File: config.mk
export PLATFORM = sky130hd
export DESIGN_NAME = control_pipeline
export DESIGN_NICKNAME = d
export VERILOG_FILES = /design/src/rtl/ctrl_pkg.sv /design/src/rtl/main_decoder.sv /design/src/rtl/control_pipeline.sv
export SDC_FILE = /design/constraint.sdc
export NUM_CORES = 1
export LEC_CHECK = 0
export ABC_CLOCK_PERIOD_IN_PS = 1800
export CORE_UTILIZATION = 41
export DETAILED_ROUTE_END_ITERATION = 10
export GPL_TIMING_DRIVEN = 0
export PLACE_DENSITY = 0.88
export SYNTH_ARGS = -nofsm -noshare
export SYNTH_HDL_FRONTEND = slang
export SYNTH_SLANG_ARGS = --single-unit
File: constraint.sdc
create_clock -name clk -period 1.8 [get_ports clk]
set_input_delay 0.36 -clock clk [delete_from_list [all_inputs] [get_ports clk]]
set_output_delay 0.36 -clock clk [all_outputs]
set_load 0.03 [all_outputs]
File: src/rtl/ctrl_pkg.sv
// Shared definitions for the pipelined control unit: opcodes, decode enums
// and the control bundle that travels down the pipeline registers.
package ctrl_pkg;

    localparam logic [6:0] OP_R      = 7'b0110011;
    localparam logic [6:0] OP_I      = 7'b0010011;
    localparam logic [6:0] OP_LOAD   = 7'b0000011;
    localparam logic [6:0] OP_STORE  = 7'b0100011;
    localparam logic [6:0] OP_BRANCH = 7'b1100011;
    localparam logic [6:0] OP_JAL    = 7'b1101111;
    localparam logic [6:0] OP_JALR   = 7'b1100111;
    localparam logic [6:0] OP_LUI    = 7'b0110111;
    localparam logic [6:0] OP_AUIPC  = 7'b0010111;

    typedef enum logic [3:0] {
        ALU_ADD   = 4'd0,
        ALU_SUB   = 4'd1,
        ALU_AND   = 4'd2,
        ALU_OR    = 4'd3,
        ALU_XOR   = 4'd4,
        ALU_SLL   = 4'd5,
        ALU_SRL   = 4'd6,
        ALU_SRA   = 4'd7,
        ALU_SLT   = 4'd8,
        ALU_SLTU  = 4'd9,
        ALU_PASSB = 4'd10
    } alu_op_t;

    typedef enum logic [2:0] {
        IMM_I = 3'd0,
        IMM_S = 3'd1,
        IMM_B = 3'd2,
        IMM_J = 3'd3,
        IMM_U = 3'd4
    } imm_src_t;

    typedef enum logic [1:0] {
        PC_PLUS4 = 2'b00,
        PC_IMM   = 2'b01,
        PC_RS1   = 2'b11
    } pcsrc_t;

    typedef struct packed {
        logic       reg_write;
        logic       result_src;  // 1 = load data
        logic       rw_src;      // 1 = PC+4 (link)
        logic       mem_write;
        logic       alu_src;
        alu_op_t    alu_op;
        logic       branch;
        logic       jump;
        logic       jalr;
        logic [2:0] funct3;
    } ctrl_bundle_t;

    localparam ctrl_bundle_t NOP_BUNDLE = '0;

endpackage

File: src/rtl/main_decoder.sv
// Combinational RV32I main decoder: opcode/funct fields to a control bundle
// plus the D-stage immediate format. Unknown opcodes yield the NOP bundle.
module main_decoder
    import ctrl_pkg::*;
(
    input  logic [6:0]   op,
    input  logic [2:0]   funct3,
    input  logic [6:0]   funct7,
    output ctrl_bundle_t ctrl,
    output imm_src_t     imm_src
);

    alu_op_t arith_op;
    logic    unused_funct7;

    // Only bit 5 of funct7 distinguishes SUB/SRA in the supported subset.
    assign unused_funct7 = ^{funct7[6], funct7[4:0]};

    always_comb begin
        case (funct3)
            3'b000:  arith_op = (op == OP_R && funct7[5]) ? ALU_SUB : ALU_ADD;
            3'b001:  arith_op = ALU_SLL;
            3'b010:  arith_op = ALU_SLT;
            3'b011:  arith_op = ALU_SLTU;
            3'b100:  arith_op = ALU_XOR;
            3'b101:  arith_op = funct7[5] ? ALU_SRA : ALU_SRL;
            3'b110:  arith_op = ALU_OR;
            default: arith_op = ALU_AND;
        endcase
    end

    always_comb begin
        // NOTE: every output gets a default before the case, so no path can infer a latch.
        ctrl    = NOP_BUNDLE;
        imm_src = IMM_I;
        case (op)
            OP_R: begin
                ctrl.reg_write = 1'b1;
                ctrl.alu_op    = arith_op;
                ctrl.funct3    = funct3;
            end
            OP_I: begin
                ctrl.reg_write = 1'b1;
                ctrl.alu_src   = 1'b1;
                ctrl.alu_op    = arith_op;
                ctrl.funct3    = funct3;
            end
            OP_LOAD: begin
                ctrl.reg_write  = 1'b1;
                ctrl.result_src = 1'b1;
                ctrl.alu_src    = 1'b1;
                ctrl.funct3     = funct3;
            end
            OP_STORE: begin
                ctrl.mem_write = 1'b1;
                ctrl.alu_src   = 1'b1;
                ctrl.funct3    = funct3;
                imm_src        = IMM_S;
            end
            OP_BRANCH: begin
                ctrl.branch = 1'b1;
                ctrl.alu_op = ALU_SUB;
                ctrl.funct3 = funct3;
                imm_src     = IMM_B;
            end
            OP_JAL: begin
                ctrl.reg_write = 1'b1;
                ctrl.rw_src    = 1'b1;
                ctrl.jump      = 1'b1;
                ctrl.funct3    = funct3;
                imm_src        = IMM_J;
            end
            OP_JALR: begin
                ctrl.reg_write = 1'b1;
                ctrl.rw_src    = 1'b1;
                ctrl.jalr      = 1'b1;
                ctrl.alu_src   = 1'b1;
                ctrl.funct3    = funct3;
            end
            OP_LUI: begin
                ctrl.reg_write = 1'b1;
                ctrl.alu_src   = 1'b1;
                ctrl.alu_op    = ALU_PASSB;
                ctrl.funct3    = funct3;
                imm_src        = IMM_U;
            end
            OP_AUIPC: begin
                ctrl.reg_write = 1'b1;
                ctrl.alu_src   = 1'b1;
                ctrl.funct3    = funct3;
                imm_src        = IMM_U;
            end
            default: ;
        endcase
    end

endmodule

File: src/rtl/control_pipeline.sv
// Five-stage pipeline control: D->E->M->W control registers, branch
// resolution in E, load-use / RAW hazard stalls and operand forwarding.
module control_pipeline
    import ctrl_pkg::*;
#(
    parameter int ALUCTRL_W  = 4,
    parameter int REG_W      = 5,
    parameter bit FORWARD_EN = 1'b1
) (
    input  logic                 clk,
    input  logic                 rst_n,
    input  logic [6:0]           op,
    input  logic [2:0]           funct3,
    input  logic [6:0]           funct7,
    input  logic [REG_W-1:0]     rs1D,
    input  logic [REG_W-1:0]     rs2D,
    input  logic [REG_W-1:0]     rdD,
    input  logic                 ZeroE,
    input  logic                 LtE,
    input  logic                 LtuE,
    output logic                 StallF,
    output logic                 StallD,
    output logic                 FlushD,
    output logic [1:0]           PCSrcE,
    output logic [ALUCTRL_W-1:0] ALUControlE,
    output logic                 ALUSrcE,
    output logic [2:0]           ImmSrcD,
    output logic [1:0]           ForwardAE,
    output logic [1:0]           ForwardBE,
    output logic                 MemWriteM,
    output logic [2:0]           MemSrcM,
    output logic                 RegWriteW,
    output logic                 ResultSrcW,
    output logic                 RWSrcW,
    output logic [REG_W-1:0]     rdE,
    output logic [REG_W-1:0]     rdM,
    output logic [REG_W-1:0]     rdW
);

    ctrl_bundle_t     ctrl_d, ctrl_e, ctrl_m, ctrl_w;
    imm_src_t         imm_src_d;
    logic [REG_W-1:0] rs1E, rs2E;
    pcsrc_t           pcsrc_e;
    logic             take_e, redirect, hazard, stall, flush_e;
    logic             unused_w;

    main_decoder u_main_decoder (
        .op      (op),
        .funct3  (funct3),
        .funct7  (funct7),
        .ctrl    (ctrl_d),
        .imm_src (imm_src_d)
    );

    function automatic logic hit(input logic [REG_W-1:0] rd,
                                 input logic [REG_W-1:0] a,
                                 input logic [REG_W-1:0] b);
        return (rd != '0) && ((rd == a) || (rd == b));
    endfunction

    function automatic logic [1:0] fwd_sel(input logic [REG_W-1:0] rs,
                                           input logic             wr_m,
                                           input logic [REG_W-1:0] rd_m,
                                           input logic             wr_w,
                                           input logic [REG_W-1:0] rd_w);
        if (!FORWARD_EN)                          return 2'b00;
        if (wr_m && rd_m != '0 && rd_m == rs)     return 2'b10;
        if (wr_w && rd_w != '0 && rd_w == rs)     return 2'b01;
        return 2'b00;
    endfunction

    always_comb begin
        case (ctrl_e.funct3)
            3'b000:  take_e = ZeroE;
            3'b001:  take_e = !ZeroE;
            3'b100:  take_e = LtE;
            3'b101:  take_e = !LtE;
            3'b110:  take_e = LtuE;
            3'b111:  take_e = !LtuE;
            default: take_e = 1'b0;
        endcase
        pcsrc_e = PC_PLUS4;
        if (ctrl_e.jalr)
            pcsrc_e = PC_RS1;
        else if (ctrl_e.jump || (ctrl_e.branch && take_e))
            pcsrc_e = PC_IMM;
    end

    // Stall-only mode must also wait out the M stage; the first-half regfile write covers W.
    always_comb begin
        if (FORWARD_EN)
            hazard = ctrl_e.reg_write && ctrl_e.result_src && hit(rdE, rs1D, rs2D);
        else
            hazard = (ctrl_e.reg_write && hit(rdE, rs1D, rs2D)) ||
                     (ctrl_m.reg_write && hit(rdM, rs1D, rs2D));
    end

    // A redirect discards the stalled D instruction anyway, so it overrides the stall.
    assign redirect = (pcsrc_e != PC_PLUS4);
    assign stall    = hazard && !redirect;
    assign flush_e  = redirect || stall;

    assign StallF      = stall;
    assign StallD      = stall;
    assign FlushD      = redirect;
    assign PCSrcE      = pcsrc_e;
    assign ImmSrcD     = imm_src_d;
    assign ALUControlE = ALUCTRL_W'(ctrl_e.alu_op);
    assign ALUSrcE     = ctrl_e.alu_src;
    assign MemWriteM   = ctrl_m.mem_write;
    assign MemSrcM     = ctrl_m.funct3;
    assign RegWriteW   = ctrl_w.reg_write;
    assign ResultSrcW  = ctrl_w.result_src;
    assign RWSrcW      = ctrl_w.rw_src;
    assign ForwardAE   = fwd_sel(rs1E, ctrl_m.reg_write, rdM, ctrl_w.reg_write, rdW);
    assign ForwardBE   = fwd_sel(rs2E, ctrl_m.reg_write, rdM, ctrl_w.reg_write, rdW);

    assign unused_w = ^{ctrl_w.mem_write, ctrl_w.alu_src, ctrl_w.alu_op,
                        ctrl_w.branch, ctrl_w.jump, ctrl_w.jalr, ctrl_w.funct3};

    // NOTE: state registers use non-blocking assignments so every stage samples pre-edge values.
    always_ff @(posedge clk or negedge rst_n) begin
        if (!rst_n) begin
            ctrl_e <= NOP_BUNDLE;
            ctrl_m <= NOP_BUNDLE;
            ctrl_w <= NOP_BUNDLE;
            rdE    <= '0;
            rdM    <= '0;
            rdW    <= '0;
            rs1E   <= '0;
            rs2E   <= '0;
        end else begin
            if (flush_e) begin
                ctrl_e <= NOP_BUNDLE;
                rdE    <= '0;
                rs1E   <= '0;
                rs2E   <= '0;
            end else begin
                ctrl_e <= ctrl_d;
                rdE    <= rdD;
                rs1E   <= rs1D;
                rs2E   <= rs2D;
            end
            ctrl_m <= ctrl_e;
            rdM    <= rdE;
            ctrl_w <= ctrl_m;
            rdW    <= rdM;
        end
    end

endmodule

* Yosys cells after proc, flatten, opt, wreduce, memory -nomap -nowiden *
Index checks and enable logic that the tools add are counted.

storage, ports and cells
  word-level logic and storage cells = 115
  register bits = 50
  input bits = 37

operators by class
  muxes and demuxes = 35
  reductions and logical operators = 31
  equality and inequality tests = 26

operators with widths
  operator                                                                number
  5-bit equality test                                                     6
  4-bit one-hot mux with 7 select lines                                   1
  3-bit equality test (second input constant)                             7
  7-bit by 6-bit equality test with 1-bit output (second input constant)  3
  7-bit equality test (second input constant)                             3
  2-bit 2-to-1 mux                                                        9
  1-bit 2-to-1 mux                                                        17
  15-bit 2-to-1 mux                                                       1
  5-bit 2-to-1 mux                                                        3
  5-bit nonzero test                                                      3
  7-bit by 5-bit equality test with 1-bit output (second input constant)  2
  1-bit logical AND                                                       12
  3-bit one-hot mux with 4 select lines                                   1
  4-bit one-hot mux with 3 select lines                                   1
  9-bit OR reduction                                                      1
  7-bit by 2-bit equality test with 1-bit output (second input constant)  1
  7-bit OR reduction                                                      1
  3-bit by 1-bit equality test with 1-bit output (second input constant)  2
  3-bit by 2-bit equality test with 1-bit output (second input constant)  2
  3-bit zero test                                                         2
  1-bit one-hot mux with 6 select lines                                   1
  2-bit OR reduction                                                      3
  6-bit OR reduction                                                      1
  1-bit zero test                                                         4
  3 further kinds                                                         5

* Depth between registers and ports, before layout *
  depth after elaboration = 11
  gate-level depth with buffers = 6
  depth with buffers taken out = 5

* Hierarchy *
A second synthesis with hierarchy kept.

second synthesis, totals
  cell total of the unflattened synthesis = 244
  area, all modules = 2767.7 µm²

by module, submodules not included
  module            sequential area each (µm²)  cells an instance  area each (µm²)  times used
  control_pipeline  1251.2                      186                2338.5           1
  main_decoder      0.0                         58                 429.2            1

* Least setup slack after synthesis *
OpenSTA, ideal clock, no wires.

  kind = reg-to-output
  start = reg rdM[1]
  end = out ForwardAE[0]
  arrival = 2.491 ns
  path slack = -1.051 ns
  data required time = 1.440 ns
  buffers on the path = 0
  stages on the path, launching flop included = 5
  path through = dfrtp_1 or4_1 o21ai_0 nor4_1 nor4_1

on the way
  word-level cells in the longest chain between the ends = 5

ends and longest elaborated chain
  item                      line                     RTL
  start: declaration        control_pipeline.sv:36   output logic [REG_W-1:0] rdM,
  start signal: assignment  control_pipeline.sv:145  rdM <= rdE;
  5-bit nonzero test        control_pipeline.sv:67   if (wr_m && rd_m != '0 && rd_m == rs) return 2'b10;
  1-bit logical AND         control_pipeline.sv:67
  1-bit logical AND *       control_pipeline.sv:67
  1-bit 2-to-1 mux *        control_pipeline.sv:67
  2-bit 2-to-1 mux *        control_pipeline.sv:68   if (wr_w && rd_w != '0 && rd_w == rs) return 2'b01;
  end: declaration          control_pipeline.sv:28   output logic [1:0] ForwardAE,

Mark *: on every way between the ends. The rest lies on a longest branch, timed or not.

* Final worst setup path *
  start = reg rdW[4]
  end = out ForwardAE[0]

on the way
  word-level cells in the longest chain between the ends = 7

ends and longest elaborated chain
  item                           line                     RTL
  start: declaration             control_pipeline.sv:37   output logic [REG_W-1:0] rdW
  start signal: assignment       control_pipeline.sv:147  rdW <= rdM;
  5-bit nonzero test             control_pipeline.sv:68
  1-bit logical AND              control_pipeline.sv:68
  1-bit logical AND *            control_pipeline.sv:68
  1-bit 2-to-1 mux (2 in a row)  control_pipeline.sv:68
  2-bit 2-to-1 mux *             control_pipeline.sv:69   return 2'b00;
  2-bit 2-to-1 mux *             control_pipeline.sv:68

Mark *: on every way between the ends. The rest lies on a longest branch, timed or not. The select of a mux whose other input is x is not followed.

==> results_dict.tcl <==
set metrics [dict create \
    status "complete, but fails checks" \
    violations "setup timing" \
    antenna_found_initial 0 \
    yosysSeqAreaShare_pct 54.7 \
    timing.slew.headroom_pct 66.5 \
    clock_sinks 50 \
    layout.nets 322 \
    wire_per_inst_um 15.0 \
    netlist.area_leader.share_pct 54.7 \
    final_common_cell "clkdlybuf4s50_1" \
    dr.pass1.iters 4 \
    clkTransAtPathRegs_ns 0.09 \
    yosysUniqueCellTypes 36 \
    p_clk_share_pct 29.8 \
    hold_buffers 0 \
    dpl_cell_area_um2 3170 \
    via_count 1751 \
    stdcell_area_um2 3480 \
    r2r_setup_slack_ns -0.25 \
    switchingPower_w 0.000617 \
    dp.final_hpwl_mm 3.59 \
    clock_skew_ns 0.00393 \
    clkLatencyLatePin_ns 0.30 \
    die_area_um2 5880 \
    cp-end-kind "output port" \
    place_congestion 0.827 \
    grt_pass1_wl_mm 8.49 \
    numCtsBuffers 5 \
    required_ns 1.44 \
    setup_viol 38 \
    swShare_pct 26.9 \
    syn_nets 229 \
    ioPinCount 76 \
    ys_top_cells_by_area "dfrtp_1 55%, xor2_1 6.5%, xnor2_1 6.1%" \
    fin_cells 356 \
    core_um2 5240 \
    max_stage_delay_ns 0.54 \
    rows 26 \
    start_util_pct 43.7 \
    yosysWarnings 0 \
    cts_tree "done" \
    drv_slew 0 \
    clock_path_buffers 2 \
    fmax_mhz 436 \
    synth_enable_flop_cells 0 \
    crit_type "reg2out" \
    place_inst 330 \
    r2r-start "rdE[2]$_DFF_PN0_" \
    ys.flop_type "dfrtp_1" \
    synthArstFlopShare_pct 100 \
    drc 0 \
    hold_violations 0 \
    cts-root-buf "clkbuf_8" \
    p_leak_nw 1.55 \
    crit_path_cell_trace "xor2_1 -> or4_4 -> nor4_4 -> buf_4" \
    power.density_nw_per_um2 658 \
    drtIter0Drc 34 \
    postLayoutSetupSlackWorst_ns -0.494 \
    portBuffers 67 \
    drive_above_1_share_pct 32.5 \
    p_comb_share_pct 17.4 \
    worstPathArrival_ns 1.93 \
    syn_area_per_cell_um2 11.9 \
    path_max_fanout 4 \
    die_h_um 76.7 \
    r2r_cells 6 \
    crit_slowest_cell "or4_4" \
    ys_seq_elements 50 \
    r2r_end "ALUControlE[2]$_DFF_PN0_" \
    rsz0062_at_grt "true" \
    layout_common_cells "38 x clkdlybuf4s50_1, 36 x dfrtp_1, 23 x buf_4, 18 x buf_6, 17 x xor2_1" \
    routed_via_density 4.92 \
    pwr-share-seq_pct 52.8 \
    critPathLaunchType "flop" \
    n_antenna_cell 0 \
    overflow 0 \
    max_cap_violations 0 \
    grt_util_all_layers_pct 18.9 \
    period_minus_slack_ns 2.29 \
    tns_ns -8.15 \
    grt_max_degree 31 \
    finalCritPeriodShare_pct 127 \
    htreeDepth 2 \
    detail-route-antenna-nets 0 \
    yosysTopAreaCell "dfrtp_1" \
    area.growth.synth_to_final_pct 52.1 \
    p_int_w 0.00167 \
    syn_area_um2 2290 \
    grt_pass1_vias 1798 \
    synth_cells 192 \
    worstMarginPinSlew_ns 0.503 \
    dieWidth_um 76.7 \
    finish.utilization_pct 66.4 \
    peakVddDrop_mv 0.293 \
    wl_mm 5.34 \
    hp-class "in2async" \
]
## cell usage after synthesis (3+ instances only)
cell type  count
dfrtp_1       50
and2_1        18
xor2_1        17
xnor2_1       16
buf_4         10
nor2_1         9
nand2_1        8
o21ai_0        6
and4_1         5
nand3_1        5
nor2b_1        4
nor4_1         4
or4_1          4
and3_1         3
buf_6          3
clkbuf_1       3
nor3_1         3
## critical path, delay by kind of cell, from the launching register on
kind,cells,cell delay (ns)
AND/OR/NAND/NOR,2,0.82
flip-flops,1,0.44
buffers and inverters,1,0.20
XOR/XNOR,1,0.17
## kinds of logic after synthesis
family                    Yosys count  share of synthesized area (%)
DFF                                50                           54.7
buffers and inverters              18                           5.58
muxes                               2                          0.875
xor gates and xnor gates           33                           12.6
and+or+nand+nor                    72                           19.5
AOI/OAI and AO/OA                  17                           6.78
## worst max path at each step
stage / startpoint / endpoint / slack (ns) / cells after the start
after floorplan: rdW[2]$_DFF_PN0_ / ForwardAE[0] / -0.29 / 3
after global placement: rst_n / rdE[0]$_DFF_PN0_ / -1.09 / 1
after detailed placement: rs1D[4] / StallF / -1.0 / 8
after CTS: rdM[1]$_DFF_PN0_ / ForwardAE[0] / -0.51 / 5
after global routing: rdW[4]$_DFF_PN0_ / ForwardAE[0] / -0.55 / 4
final: rdW[4]$_DFF_PN0_ / ForwardAE[0] / -0.49 / 4
## sequential cells by signal, indices dropped and copies added (netlist names)
signal and cells:
MemSrcM 3, RegWriteW 1, rdM 5, ALUSrcE 1, rdE 5, ResultSrcW 1
MemWriteM 1, ctrl_m 3, rdW 5, ALUControlE 4, rs2E 5, rs1E 5
RWSrcW 1, ctrl_e 10
## layout make-up
type | instances | area, um2
fillers | 394 | 1760
multi-input cells | 124 | 1050
plain buffers | 15 | 126
inverters | 2 | 7.51
well taps | 70 | 87.6
flip-flops and latches | 50 | 1270
clock inverters | 2 | 16.3
repair buffers | 87 | 837
clock buffers | 6 | 82.6
## per-stage QoR
step	hold WS, ns	setup slack [ns]	total power [W]
floorplan	0.0644	-0.286	0.00142
global placement	0.334	-1.09	0.00158
detailed placement	0.335	-1.00	0.00160
CTS	0.0222	-0.513	0.00229
global route	0.0347	-0.550	0.00240
finish	0.0165	-0.494	0.00229
## metal layers
layer  part of all wire, %  GRT usage [%]
met1                    38           20.5
met2                    55           35.6
met3                   4.6           3.93
met4                   2.0           7.12
met5                     0              0
## power groups by stage
stage                     clock network (W)  logic, W  registers [W]
after floorplan                           0  0.000148        0.00127
after global placement                    0  0.000348        0.00124
after detailed placement                  0  0.000360        0.00124
after CTS                          0.000700  0.000383        0.00121
after global routing               0.000756  0.000427        0.00122
final                              0.000683  0.000398        0.00121
## what timing repair did
action,CTS,global route
gates resized for setup,93,21
setup buffers,16,1
cloned,1,2
setup endpoints to repair,16,41
pin swaps,17,8
No activity file was read; power rests on OpenSTA's default activity.
